## src/rtl/seq_divider.sv

```systemverilog
// Sequential unsigned restoring divider: one quotient bit per clock, start/done handshake.
// Divide-by-zero short-circuits to an all-ones quotient with the dividend as remainder.
//
// state | meaning
// IDLE  | waiting for start; result outputs hold last values
// CALC  | iterating, one restoring step per clock (busy=1)
// DONE  | one-cycle result pulse (done=1); start may launch the next operation
module seq_divider #(
  parameter int WIDTH = 4
) (
  input  logic             clk,
  input  logic             rst_n,
  input  logic             start,
  input  logic [WIDTH-1:0] dividend,
  input  logic [WIDTH-1:0] divisor,
  output logic             busy,
  output logic             done,
  output logic [WIDTH-1:0] quotient,
  output logic [WIDTH-1:0] remainder,
  output logic             div_by_zero
);

  localparam int CW = $clog2(WIDTH + 1);
  localparam logic [CW-1:0] LAST_STEP = CW'(WIDTH - 1);

  typedef enum logic [1:0] {IDLE, CALC, DONE} state_t;

  state_t           state;
  logic [WIDTH-1:0] q_sh;
  logic [WIDTH-1:0] d_reg;
  logic [WIDTH-1:0] r_reg;
  logic [CW-1:0]    count;

  logic [WIDTH:0]   r_shift;
  logic [WIDTH:0]   diff;
  logic             ge;
  logic [WIDTH-1:0] r_sel;
  logic [WIDTH-1:0] q_next;

  // The partial remainder is always < D after a step, so WIDTH bits of storage suffice;
  // the borrow out of the (WIDTH+1)-bit subtraction is exactly the R_shift < D test.
  assign r_shift = {r_reg, q_sh[WIDTH-1]};
  assign diff    = r_shift - {1'b0, d_reg};
  assign ge      = ~diff[WIDTH];
  assign r_sel   = ge ? diff[WIDTH-1:0] : r_shift[WIDTH-1:0];
  assign q_next  = {q_sh[WIDTH-2:0], ge};

  always_ff @(posedge clk) begin
    if (!rst_n) begin
      state       <= IDLE;
      busy        <= 1'b0;
      done        <= 1'b0;
      quotient    <= '0;
      remainder   <= '0;
      div_by_zero <= 1'b0;
      q_sh        <= '0;
      d_reg       <= '0;
      r_reg       <= '0;
      count       <= '0;
    end else begin
      done <= 1'b0;
      case (state)
        CALC: begin
          q_sh  <= q_next;
          r_reg <= r_sel;
          count <= count + CW'(1);
          if (count == LAST_STEP) begin
            quotient    <= q_next;
            remainder   <= r_sel;
            div_by_zero <= 1'b0;
            busy        <= 1'b0;
            done        <= 1'b1;
            state       <= DONE;
          end
        end
        default: begin
          if (start) begin
            if (divisor != '0) begin
              q_sh  <= dividend;
              d_reg <= divisor;
              r_reg <= '0;
              count <= '0;
              busy  <= 1'b1;
              state <= CALC;
            end else begin
              quotient    <= '1;
              remainder   <= dividend;
              div_by_zero <= 1'b1;
              done        <= 1'b1;
              state       <= DONE;
            end
          end else begin
            state <= IDLE;
          end
        end
      endcase
    end
  end

endmodule

```

## config.mk

```make
export PLATFORM = sky130hd
export DESIGN_NAME = seq_divider
export DESIGN_NICKNAME = d
export VERILOG_FILES = /design/src/rtl/seq_divider.sv
export SDC_FILE = /design/constraint.sdc
export NUM_CORES = 1
export LEC_CHECK = 0
export ABC_CLOCK_PERIOD_IN_PS = 2200
export CAP_MARGIN = 5
export CORE_ASPECT_RATIO = 0.6
export CORE_MARGIN = 10
export CORE_UTILIZATION = 41
export CTS_CLUSTER_DIAMETER = 120
export DETAILED_ROUTE_END_ITERATION = 6
export GPL_ROUTABILITY_DRIVEN = 0
export PLACE_DENSITY = 0.71
export SLEW_MARGIN = 10
export SYNTH_ARGS = -nofsm -noshare
export SYNTH_HDL_FRONTEND = slang
export SYNTH_SLANG_ARGS = --single-unit
```

## constraint.sdc

```tcl
create_clock -name clk -period 2.2 [get_ports clk]
set_input_delay 0.33 -clock clk [delete_from_list [all_inputs] [get_ports clk]]
set_output_delay 0.33 -clock clk [all_outputs]
set_load 0.1 [all_outputs]
```

### Word-level counts from Yosys, hierarchy flattened

Cells that the tools add are included.

| cells by class | value |
|---|---|
| multiplexer cells | 33 |
| shift operators | 0 |
| order comparisons | 0 |
| $add $sub $neg | 2 |
| reductions and logical operators | 7 |
| equality and inequality tests | 4 |
| bitwise logic cells | 2 |
| div/mod/pow operators | 0 |
| multipliers | 0 |

Operators with widths:

| kind | count |
|---|---|
| two-way mux 4 bit | 15 |
| two-way mux 1 bit | 11 |
| two-way mux 3 bit | 3 |
| AND reduction 3 bit | 3 |
| two-way mux 2 bit | 4 |
| subtractor 5 x 4 -> 5 bit | 1 |
| nonzero test 2 bit | 2 |
| nonzero test 4 bit | 1 |
| adder 3 x 1 -> 3 bit, second input constant | 1 |
| == test 3 x 2 -> 1 bit, second input constant | 1 |
| == test 2 x 1 -> 1 bit, second input constant | 1 |
| != test 2 x 1 -> 1 bit, second input constant | 1 |
| != test 2 bit, second input constant | 1 |
| NOT 1 bit | 2 |
| AND reduction 2 bit | 1 |

| word-level totals | value |
|---|---|
| bits of input ports | 11 |
| bits in latches | 0 |
| RAM bits | 0 |
| bits in registers | 28 |
| memories | 0 |
| output and inout bits | 11 |
| word-level logic and storage cells | 58 |
| bits in read-only memories | 0 |

### Depth between registers and ports, before layout

Gate-level depths: netlist of the first run.

| logic depth | value |
|---|---|
| depth in word-level cells | 4 |
| depth in mapped cells | 8 |
| mapped depth without buffers | 8 |

### Least setup slack after synthesis of the first run

Ideal clock, no wire load.

| path | value |
|---|---|
| kind | flip-flop to flip-flop |
| start | reg q_sh[3] |
| end | reg remainder[2] |
| arrival | 2.124 ns |
| stages on the path, launching flop included | 9 |
| path buffers | 0 |
| library setup time | 0.074 ns |
| period minus slack after synthesis | 2.198 ns |
| required time | 2.126 ns |
| slack | 0.002 ns |
| cells stage by stage | dfxtp_1 > inv_1 > ha_1 > fa_1 > nand2b_1 > a21oi_1 > xor2_1 > mux2_2 > a31oi_2 |

| between the ends | value |
|---|---|
| word-level cells in the longest chain between the ends | 4 |

RTL lines:

| item | line | text |
|---|---|---|
| start: declaration | 29 | `logic [WIDTH-1:0] q_sh;` |
| start signal: assignment | 64 | `q_sh <= q_next;` |
| start signal: assignment | 79 | `q_sh <= dividend;` |
| subtractor 5 x 4 -> 5 bit | 43 | `assign diff = r_shift - {1'b0, d_reg};` |
| two-way mux 4 bit | 45 | `assign r_sel = ge ? diff[WIDTH-1:0] : r_shift[WIDTH-1:0];` |
| two-way mux 4 bit | 67 | `if (count == LAST_STEP) begin` |
| two-way mux 4 bit | 62 | `case (state)` |
| end signal: assignment | 69 | `remainder <= r_sel;` |
| end signal: assignment | 87 | `remainder <= dividend;` |
| end: declaration | 19 | `output logic [WIDTH-1:0] remainder,` |

No other way between the ends. The select of a mux whose other input is x is not followed.
A chain may end at the register's enable or synchronous reset.

### Worst setup path after layout of the first run

| path | value |
|---|---|
| start | reg q_sh[3] |
| end | reg r_reg[0] |

| between the ends | value |
|---|---|
| word-level cells in the longest chain between the ends | 3 |

RTL lines:

| item | line | text |
|---|---|---|
| subtractor 5 x 4 -> 5 bit | 43 |  |
| two-way mux 4 bit * | 45 |  |
| two-way mux 4 bit * | 62 |  |
| end signal: assignment | 65 | `r_reg <= r_sel;` |
| end: declaration | 31 | `logic [WIDTH-1:0] r_reg;` |

Mark *: on every way between the ends. The rest lies on a longest branch, timed or not.

==> results of run 1 <==
## cell usage after synthesis, types with 3 or more instances
| cell | instances | area [um^2] |
|---|---|---|
| inv_1 | 7 | 26.3 |
| a311oi_1 | 4 | 35.0 |
| o21ai_2 | 3 | 26.3 |
| nand2_1 | 17 | 63.8 |
| nand3_1 | 9 | 45.0 |
| o221a_2 | 3 | 33.8 |
| dfxtp_1 | 28 | 561 |
| nor2_1 | 19 | 71.3 |
| ha_1 | 6 | 75.1 |
| a21oi_1 | 17 | 85.1 |
| nand2b_1 | 4 | 25.0 |
## path summary, 6_finish.rpt
check,end,slack [ns],cells after the start
min reg2reg,busy$_SDFFE_PN0P_,0.45,2
min,busy$_SDFFE_PN0P_,0.45,2
max reg2reg,r_reg[0]$_SDFFE_PN0P_,0.08,9
max,r_reg[0]$_SDFFE_PN0P_,0.08,9
## per-stage QoR
step           total power [mW]  setup WS, ns  instances  instance area (um^2)
2_1_floorplan             0.728       0.00190        149                  1340
3_3_place_gp              0.808       -0.0621        219                  1620
3_5_place_dp              0.817        -0.142        219                  1620
4_1_cts                    1.24        0.0255        224                  1720
5_1_grt                    1.30       -0.0151        224                  1740
6_report                   1.25        0.0801        224                  1740
## power by group through the flow
stage / clock (mW) / sequential, mW / combinational, mW
after floorplan: 0 / 0.594 / 0.133
after global placement: 0 / 0.562 / 0.246
after detailed placement: 0 / 0.563 / 0.254
after CTS: 0.413 / 0.552 / 0.277
after global routing: 0.432 / 0.556 / 0.317
final: 0.403 / 0.552 / 0.293
## cell families (layout without fill, tap and decap cells)
group	count (synthesis)	after routing
AO/OA/AOI/OAI	38	38
XOR/XNOR	2	2
adder cells (fa/ha/maj)	7	7
buffers and inverters	16	49
flip-flops	28	28
multiplexers	4	4
AND/OR/NAND/NOR	54	54
## per-layer routing
metal / routed length [um] / vias up / track usage
met3: 286 / 2 / 0.0431
met4: 12 / 0 / 0.0226
li1: - / 589 / -
met5: 0 / - / 0
met2: 1500 / 37 / 0.157
met1: 1630 / 559 / 0.163
## tightest hold or removal path, cell delays in order, from the launching register on
cell     delay (ns)
dfxtp_1        0.32
inv_1          0.04
a21oi_1        0.04
## timing repair
action | CTS | global route
gates cloned | 0 | 0
buffers inserted | 1 | 0
endpoints found under the setup margin | 5 | 8
gates resized for setup | 5 | 3
pin swaps | 2 | 1
hold buffers | 0 | 0
## layout make-up
cell class / instances / area share
clock inverters: 1 / 0.0172
inverters: 8 / 0.0172
clock buffers: 3 / 0.0237
multi-input cells: 105 / 0.416
repair buffers: 37 / 0.174
well taps: 42 / 0.0302
flip-flops and latches: 28 / 0.322
==> flow_metrics.py, run 1 <==
metrics = {
    "outcome": {
        "status": "completed",
    },
    "pwr": {
        "p_int_mw": 0.903,
        "ir_drop_mv": 0.368,
        "pwr-share-clk": 0.323,
        "pwr-share-comb": 0.234,
        "p_seq_frac": 0.443,
        "p_sw_mw": 0.346,
        "cellPowerDensity_nw_per_um2": 717,
        "swShare": 0.277,
        "leakagePower_nw": 0.693,
    },
    "placed_design": {
        "hpwl_um": 2690,
        "io_buffers": 21,
    },
    "cells_and_area": {
        "antennaDiodeCount": 0,
        "drive_above_1_share": 0.286,
        "final_nets": 201,
        "final_common_cell": "dfxtp_1",
        "regArea_um2": 561,
        "layout_common_cells": "dfxtp_1, buf_4, nor2_1, nand2_1, a21oi_1",
        "multi_input_area_um2": 724,
        "fillers": 260,
        "final_util": 0.584,
        "area_growth_pct": 30.3,
    },
    "synthesis": {
        "synth_nets": 167,
        "yosys_warnings": 0,
        "syn_area_per_cell_um2": 8.97,
        "synth_top_family_by_area": "compound AO/OA/AOI/OAI gates",
        "synth_seq_area_share": 0.419,
        "synth_edf_count": 0,
        "synth.area.mux_share": 0.0318,
        "ys_types": 35,
        "synth_area_um2": 1340,
        "async_flop_share": 0,
        "synth_xor_area_frac": 0.0131,
        "synthAdderAreaFrac": 0.0712,
        "yosys.area_share.simple": 0.187,
        "ys_ff_latch": 28,
        "ys.flop_type": "dfxtp_1",
        "synth_compound_area_frac": 0.205,
        "syn_inst": 149,
    },
    "worst_setup_path": {
        "path_cells": "inv_1 > ha_1 > fa_2 > nand2b_4 > a21oi_4 > xor2_2 > buf_4 > mux2i_2 > a21oi_1",
        "reg2reg_from": "q_sh[3]$_SDFFE_PN0P_",
        "cp_max_fo": 3,
        "crit_buf_inv": 2,
        "max_stage_delay_ns": 0.36,
        "path_class": "register to register",
        "end_kind": "register",
        "startpoint_type": "register",
        "crit_path_start": "q_sh[3]$_SDFFE_PN0P_",
        "worstPathRequired_ns": 2.35,
        "slowest_stage": "fa_2",
        "cp_data_arrival_time_ns": 2.27,
        "path_delay_family": "adder cells",
    },
    "clock_network": {
        "cts.path.max_buffers": 2,
        "cts_sinks": 28,
        "cts_root_buf": "clkbuf_8",
        "h-tree-depth": 1,
        "clkTransAtPathRegs_ns": 0.10,
        "clk_latency_ns": 0.28,
        "cts_tree": "done",
        "cts_buffers": 3,
    },
    "sta": {
        "fin_crit_ns": 2.12,
        "drv_slew": 0,
        "whs_ns": 0.445,
        "tns_ns": 0,
        "worstMarginPinSlew_ns": 0.523,
        "setup_violations": 0,
        "skew_ns": 0.00680,
        "finalHoldViolCount": 0,
        "fmax_mhz": 472,
        "max-slew-margin-rel": 0.649,
        "fin_crit_sh": 0.964,
    },
    "floorplanning": {
        "core.rowCount": 15,
        "die_h_um": 64.2,
        "io_pins": 22,
        "start_util": 0.448,
        "die-area_um2": 6020,
        "die_x_um": 93.7,
        "coreArea_um2": 2980,
    },
    "route": {
        "wl_per_cell_um": 15.3,
        "num_vias": 1187,
        "drt_iter0_drc": 56,
        "firstDrtPassIters": 4,
        "postRouteAntennaNets": 0,
        "vias_per_cell": 5.30,
        "wirelength_um": 3430,
        "drc_errors": 0,
    },
    "grt": {
        "grt_max_degree": 19,
        "grt_pass1_wl_um": 5520,
        "grt_overflow": 0,
        "antenna_found_initial": 0,
        "grt_pass1_vias": 1100,
        "grtUsageTotal": 0.114,
    },
    "hold_path": {
        "hp-class": "register to register",
        "hold_path_startpoint": "busy$_SDFFE_PN0P_",
    },
    "job": {
        "cap_violations": 0,
    },
}
Note: power is estimated with default switching activity, not from simulation.
==> run 2: changes to the inputs <==
MAX_ROUTING_LAYER = met4   (was not set)
RECOVER_POWER = 100   (was not set)
==> flow_metrics.py, run 2 (synthesis results as in run 1) <==
metrics = {
    "sta": {
        "skew_ns": 0.00748,
        "whs_ns": 0.445,
        "fin_crit_sh": 0.967,
        "fmax_mhz": 470,
        "drv_slew": 0,
        "fin_crit_ns": 2.13,
        "tns_ns": 0,
        "finalHoldViolCount": 0,
        "worstMarginPinSlew_ns": 1.22,
        "setup_violations": 0,
        "max-slew-margin-rel": 0.193,
    },
    "clock_network": {
        "clk_latency_ns": 0.28,
        "h-tree-depth": 1,
        "clkTransAtPathRegs_ns": 0.10,
        "cts_root_buf": "clkbuf_8",
        "cts_buffers": 3,
        "cts.path.max_buffers": 2,
        "cts_tree": "done",
        "cts_sinks": 28,
    },
    "worst_setup_path": {
        "end_kind": "register",
        "worstPathRequired_ns": 2.35,
        "cp_data_arrival_time_ns": 2.28,
        "path_cells": "inv_1 > ha_1 > fa_2 > nand2b_4 > a21oi_4 > xor2_2 > buf_4 > mux2i_2 > a21oi_1",
        "cp_max_fo": 3,
        "ff2ff_setup_slack_ns": 0.07,
        "crit_buf_inv": 2,
        "reg2reg_from": "q_sh[3]$_SDFFE_PN0P_",
        "startpoint_type": "register",
        "rr_endpoint": "r_reg[0]$_SDFFE_PN0P_",
        "reg2regPathDepth": 9,
        "path_delay_family": "adder cells",
        "max_stage_delay_ns": 0.36,
        "cp_num_cells": 9,
        "crit_path_start": "q_sh[3]$_SDFFE_PN0P_",
        "path_class": "register to register",
        "slowest_stage": "fa_2",
    },
    "floorplanning": {
        "io_pins": 22,
        "start_util": 0.448,
        "die_x_um": 93.7,
        "coreArea_um2": 2980,
        "core.rowCount": 15,
        "die_h_um": 64.2,
        "die-area_um2": 6020,
    },
    "grt": {
        "grt_max_degree": 19,
        "antenna_found_initial": 0,
        "grt_overflow": 0,
        "grt_pass1_vias": 1100,
        "grtUsageTotal": 0.118,
        "grt_pass1_wl_um": 5540,
    },
    "route": {
        "firstDrtPassIters": 4,
        "highest_layer": "met4",
        "vias_per_cell": 5.25,
        "met3WireLength_um": 210,
        "drc_errors": 0,
        "postRouteAntennaNets": 0,
        "wl_per_cell_um": 15.5,
        "num_vias": 1175,
        "dr_wl_met2_um": 1490,
        "drt_iter0_drc": 54,
        "wirelength_um": 3460,
        "wl_met1_um": 1750,
    },
    "cells_and_area": {
        "final_util": 0.568,
        "layout_common_cells": "dfxtp_1, nor2_1, nand2_1, a21oi_1, buf_4",
        "antennaDiodeCount": 0,
        "drive_above_1_share": 0.225,
        "final_common_cell": "dfxtp_1",
        "final_nets": 201,
        "area_growth_pct": 26.9,
    },
    "pwr": {
        "leakagePower_nw": 0.647,
        "pwr-share-comb": 0.231,
        "pwr-share-clk": 0.326,
        "ir_drop_mv": 0.369,
        "p_seq_frac": 0.443,
        "cellPowerDensity_nw_per_um2": 736,
        "p_sw_mw": 0.350,
        "p_int_mw": 0.897,
        "swShare": 0.281,
    },
    "hold_path": {
        "whs_path_depth": 2,
        "hold_path_end": "busy$_SDFFE_PN0P_",
        "hold_path_startpoint": "busy$_SDFFE_PN0P_",
        "hp-class": "register to register",
    },
    "job": {
        "cap_violations": 0,
    },
    "placed_design": {
        "io_buffers": 21,
        "hpwl_um": 2690,
    },
    "outcome": {
        "status": "completed",
    },
}
-- run 2: changes by cell type in the layout (fill, tap and decap cells not counted) --
cell      change
clkbuf_1     +11
clkbuf_4      +1
clkbuf_2      +2
buf_4        -14
-- run 2: per-stage QoR --
step / worst slack (ns) / area, um^2 / total power, mW / instances
floorplan: 0.00190 / 1340 / 0.728 / 149
CTS: 0.0255 / 1720 / 1.24 / 224
global placement: -0.0621 / 1620 / 0.808 / 219
global route: -0.0114 / 1700 / 1.30 / 224
detailed placement: -0.142 / 1620 / 0.817 / 219
finish: 0.0734 / 1700 / 1.25 / 224
-- run 2: worst max-delay path by stage --
| stage | endpoint | slack [ns] |
|---|---|---|
| CTS | r_reg[1]$_SDFFE_PN0P_ | 0.03 |
| finish | r_reg[0]$_SDFFE_PN0P_ | 0.07 |
| global route | r_reg[3]$_SDFFE_PN0P_ | -0.01 |
| floorplan | remainder[2]$_SDFFE_PN0P_ | 0.002 |
| detailed placement | quotient[0]$_SDFFE_PN0P_ | -0.14 |
| global placement | quotient[0]$_SDFFE_PN0P_ | -0.06 |
-- run 2: power groups by stage --
| stage | logic, mW | registers (mW) | clock network (mW) |
|---|---|---|---|
| global route | 0.311 | 0.556 | 0.436 |
| finish | 0.288 | 0.552 | 0.407 |
| global placement | 0.246 | 0.562 | 0 |
| detailed placement | 0.254 | 0.563 | 0 |
| floorplan | 0.133 | 0.594 | 0 |
| CTS | 0.277 | 0.552 | 0.413 |
-- run 2: worst register-to-register path, stage by stage (launching register included) --
cell and delay [ns]:
dfxtp_1 0.34, inv_1 0.06, ha_1 0.22, fa_2 0.36
nand2b_4 0.16, a21oi_4 0.16, xor2_2 0.17, buf_4 0.18
mux2i_2 0.26, a21oi_1 0.09
-- run 2: area by class of cell --
| cell class | count | area, um^2 |
|---|---|---|
| fill | 267 | 1290 |
| multi-input combinational | 105 | 724 |
| sequential | 28 | 561 |
| timing repair buffer | 37 | 256 |
| tap | 42 | 52.6 |
| clock buffer | 3 | 41.3 |
| clock inverter | 1 | 30.0 |
| inverter | 8 | 30.0 |
-- run 2: repair_timing --
item	4_1_cts	5_1_grt
setup endpoints to repair	5	8
gates cloned	0	0
buffers inserted	1	0
pin swaps	2	1
hold buffers	0	0
resized for setup	5	3
-- run 2: per-layer routing --
metal / track usage / vias to the layer above
li1: - / 587
met1: 0.169 / 549
met2: 0.156 / 37
met3: 0.0361 / 2
met4: 0.0226 / 0
met5: - / -
==> run 3: changes to the inputs <==
CORE_MARGIN = not set   (was 10)
REMOVE_ABC_BUFFERS = 1   (was not set)
==> flow_metrics.py, run 3 (synthesis results as in run 1) <==
metrics = {
    "outcome": {
        "status": "completed",
    },
    "pwr": {
        "leakagePower_nw": 0.615,
        "p_sw_mw": 0.343,
        "p_int_mw": 0.786,
        "pwr-share-clk": 0.246,
        "cellPowerDensity_nw_per_um2": 686,
        "swShare": 0.304,
        "pwr-share-comb": 0.265,
        "ir_drop_mv": 0.334,
        "p_seq_frac": 0.488,
    },
    "route": {
        "wl_per_cell_um": 14.9,
        "vias_per_cell": 5.29,
        "wirelength_um": 3310,
        "postRouteAntennaNets": 0,
        "drc_errors": 0,
        "firstDrtPassIters": 4,
        "num_vias": 1175,
        "drt_iter0_drc": 76,
    },
    "worst_setup_path": {
        "worstPathRequired_ns": 2.35,
        "end_kind": "register",
        "cp_max_fo": 3,
        "cp_data_arrival_time_ns": 2.31,
        "reg2regPathDepth": 10,
        "path_class": "register to register",
        "startpoint_type": "register",
    },
    "placed_design": {
        "placed_cells": 217,
        "hpwl_um": 2450,
        "io_buffers": 21,
        "postPlaceCellArea_um2": 1600,
    },
    "clock_network": {
        "cts.path.max_buffers": 2,
        "clkTransAtPathRegs_ns": 0.09,
        "clk_latency_ns": 0.27,
        "h-tree-depth": 1,
        "cts_root_buf": "clkbuf_8",
        "hold_buffers": 0,
        "cts_tree": "done",
        "cts_buffers": 3,
        "cts_sinks": 28,
    },
    "grt": {
        "grt_pass1_wl_um": 5040,
        "grt_pass1_vias": 1078,
        "grt_overflow": 0,
        "grt_max_degree": 19,
        "grtUsageTotal": 0.210,
        "antenna_found_initial": 0,
    },
    "sta": {
        "fmax_mhz": 463,
        "fin_crit_sh": 0.982,
        "worstMarginPinSlew_ns": 1.18,
        "drv_slew": 0,
        "skew_ns": 0.00407,
        "max-slew-margin-rel": 0.214,
        "whs_ns": 0.460,
        "finalHoldViolCount": 0,
        "setup_violations": 0,
        "fin_crit_ns": 2.16,
    },
    "floorplanning": {
        "io_pins": 22,
        "coreArea_um2": 2980,
        "die-area_um2": 3500,
        "start_util": 0.448,
        "core.rowCount": 15,
        "die_x_um": 75.7,
        "die_h_um": 46.2,
    },
    "hold_path": {
        "whs_path_depth": 2,
        "hp-class": "register to register",
    },
    "cells_and_area": {
        "fin_area_um2": 1650,
        "drive_above_1_share": 0.194,
        "area_growth_pct": 23.1,
        "final_common_cell": "dfxtp_1",
        "layout_common_cells": "dfxtp_1, nor2_1, nand2_1, a21oi_1, clkbuf_1",
        "fin_cells": 222,
        "antennaDiodeCount": 0,
        "final_nets": 200,
    },
    "job": {
        "cap_violations": 0,
    },
}
==> run 3: layer usage <==
metal,up-vias,wire length (um),global-route usage
met1,553,1610,0.290
met5,-,0,-
met2,33,1490,0.295
met4,0,11,0.0556
li1,587,-,-
met3,2,196,0.0656
==> run 3: power by group through the flow <==
stage          sequential, mW  clock, mW  combinational (mW)
5_1_grt                 0.554      0.301               0.320
3_3_place_gp            0.561          0               0.246
4_1_cts                 0.551      0.284               0.270
2_1_floorplan           0.594          0               0.120
6_report                0.551      0.278               0.300
3_5_place_dp            0.562          0               0.253
==> run 3: area by class of cell <==
| class | instances | area, um^2 |
|---|---|---|
| inverters | 8 | 30.0 |
| well taps | 42 | 52.6 |
| fillers | 293 | 1340 |
| multi-input cells | 105 | 717 |
| repair buffers | 36 | 243 |
| flip-flops and latches | 28 | 562 |
| clock buffers | 3 | 41.3 |
==> run 3: through the flow <==
| step | util | setup slack, ns | total power [mW] | TNS, ns |
|---|---|---|---|---|
| after global placement | 0.537 | -0.0945 | 0.807 | -0.544 |
| after global routing | 0.551 | -0.0321 | 1.18 | -0.0647 |
| after floorplan | - | 0.00188 | 0.714 | 0 |
| final | 0.551 | 0.0394 | 1.13 | 0 |
| after CTS | 0.557 | 0.00204 | 1.10 | 0 |
| after detailed placement | 0.537 | -0.159 | 0.815 | -1.06 |
==> run 3: timing repair <==
item / CTS / global route
hold endpoints to repair: 0 / 0
buffers inserted: 1 / 1
resized for setup: 3 / 9
pin swaps: 2 / 2
setup endpoints to repair: 8 / 8
==> run 3: worst paths after layout <==
| check | start | end | slack, ns |
|---|---|---|---|
| setup / recovery | q_sh[3]$_SDFFE_PN0P_ | r_reg[0]$_SDFFE_PN0P_ | 0.04 |
| hold / removal | busy$_SDFFE_PN0P_ | busy$_SDFFE_PN0P_ | 0.46 |
| setup reg to reg | q_sh[3]$_SDFFE_PN0P_ | r_reg[0]$_SDFFE_PN0P_ | 0.04 |
| hold reg to reg | busy$_SDFFE_PN0P_ | busy$_SDFFE_PN0P_ | 0.46 |
==> run 3: critical path, cell delays in order (launching register included) <==
cell      delay, ns
dfxtp_2        0.34
inv_1          0.05
ha_2           0.19
fa_2           0.38
nand2b_4       0.17
a21oi_4        0.14
xor2_1         0.17
buf_4          0.17
buf_6          0.11
mux2i_4        0.23
a21oi_1        0.08
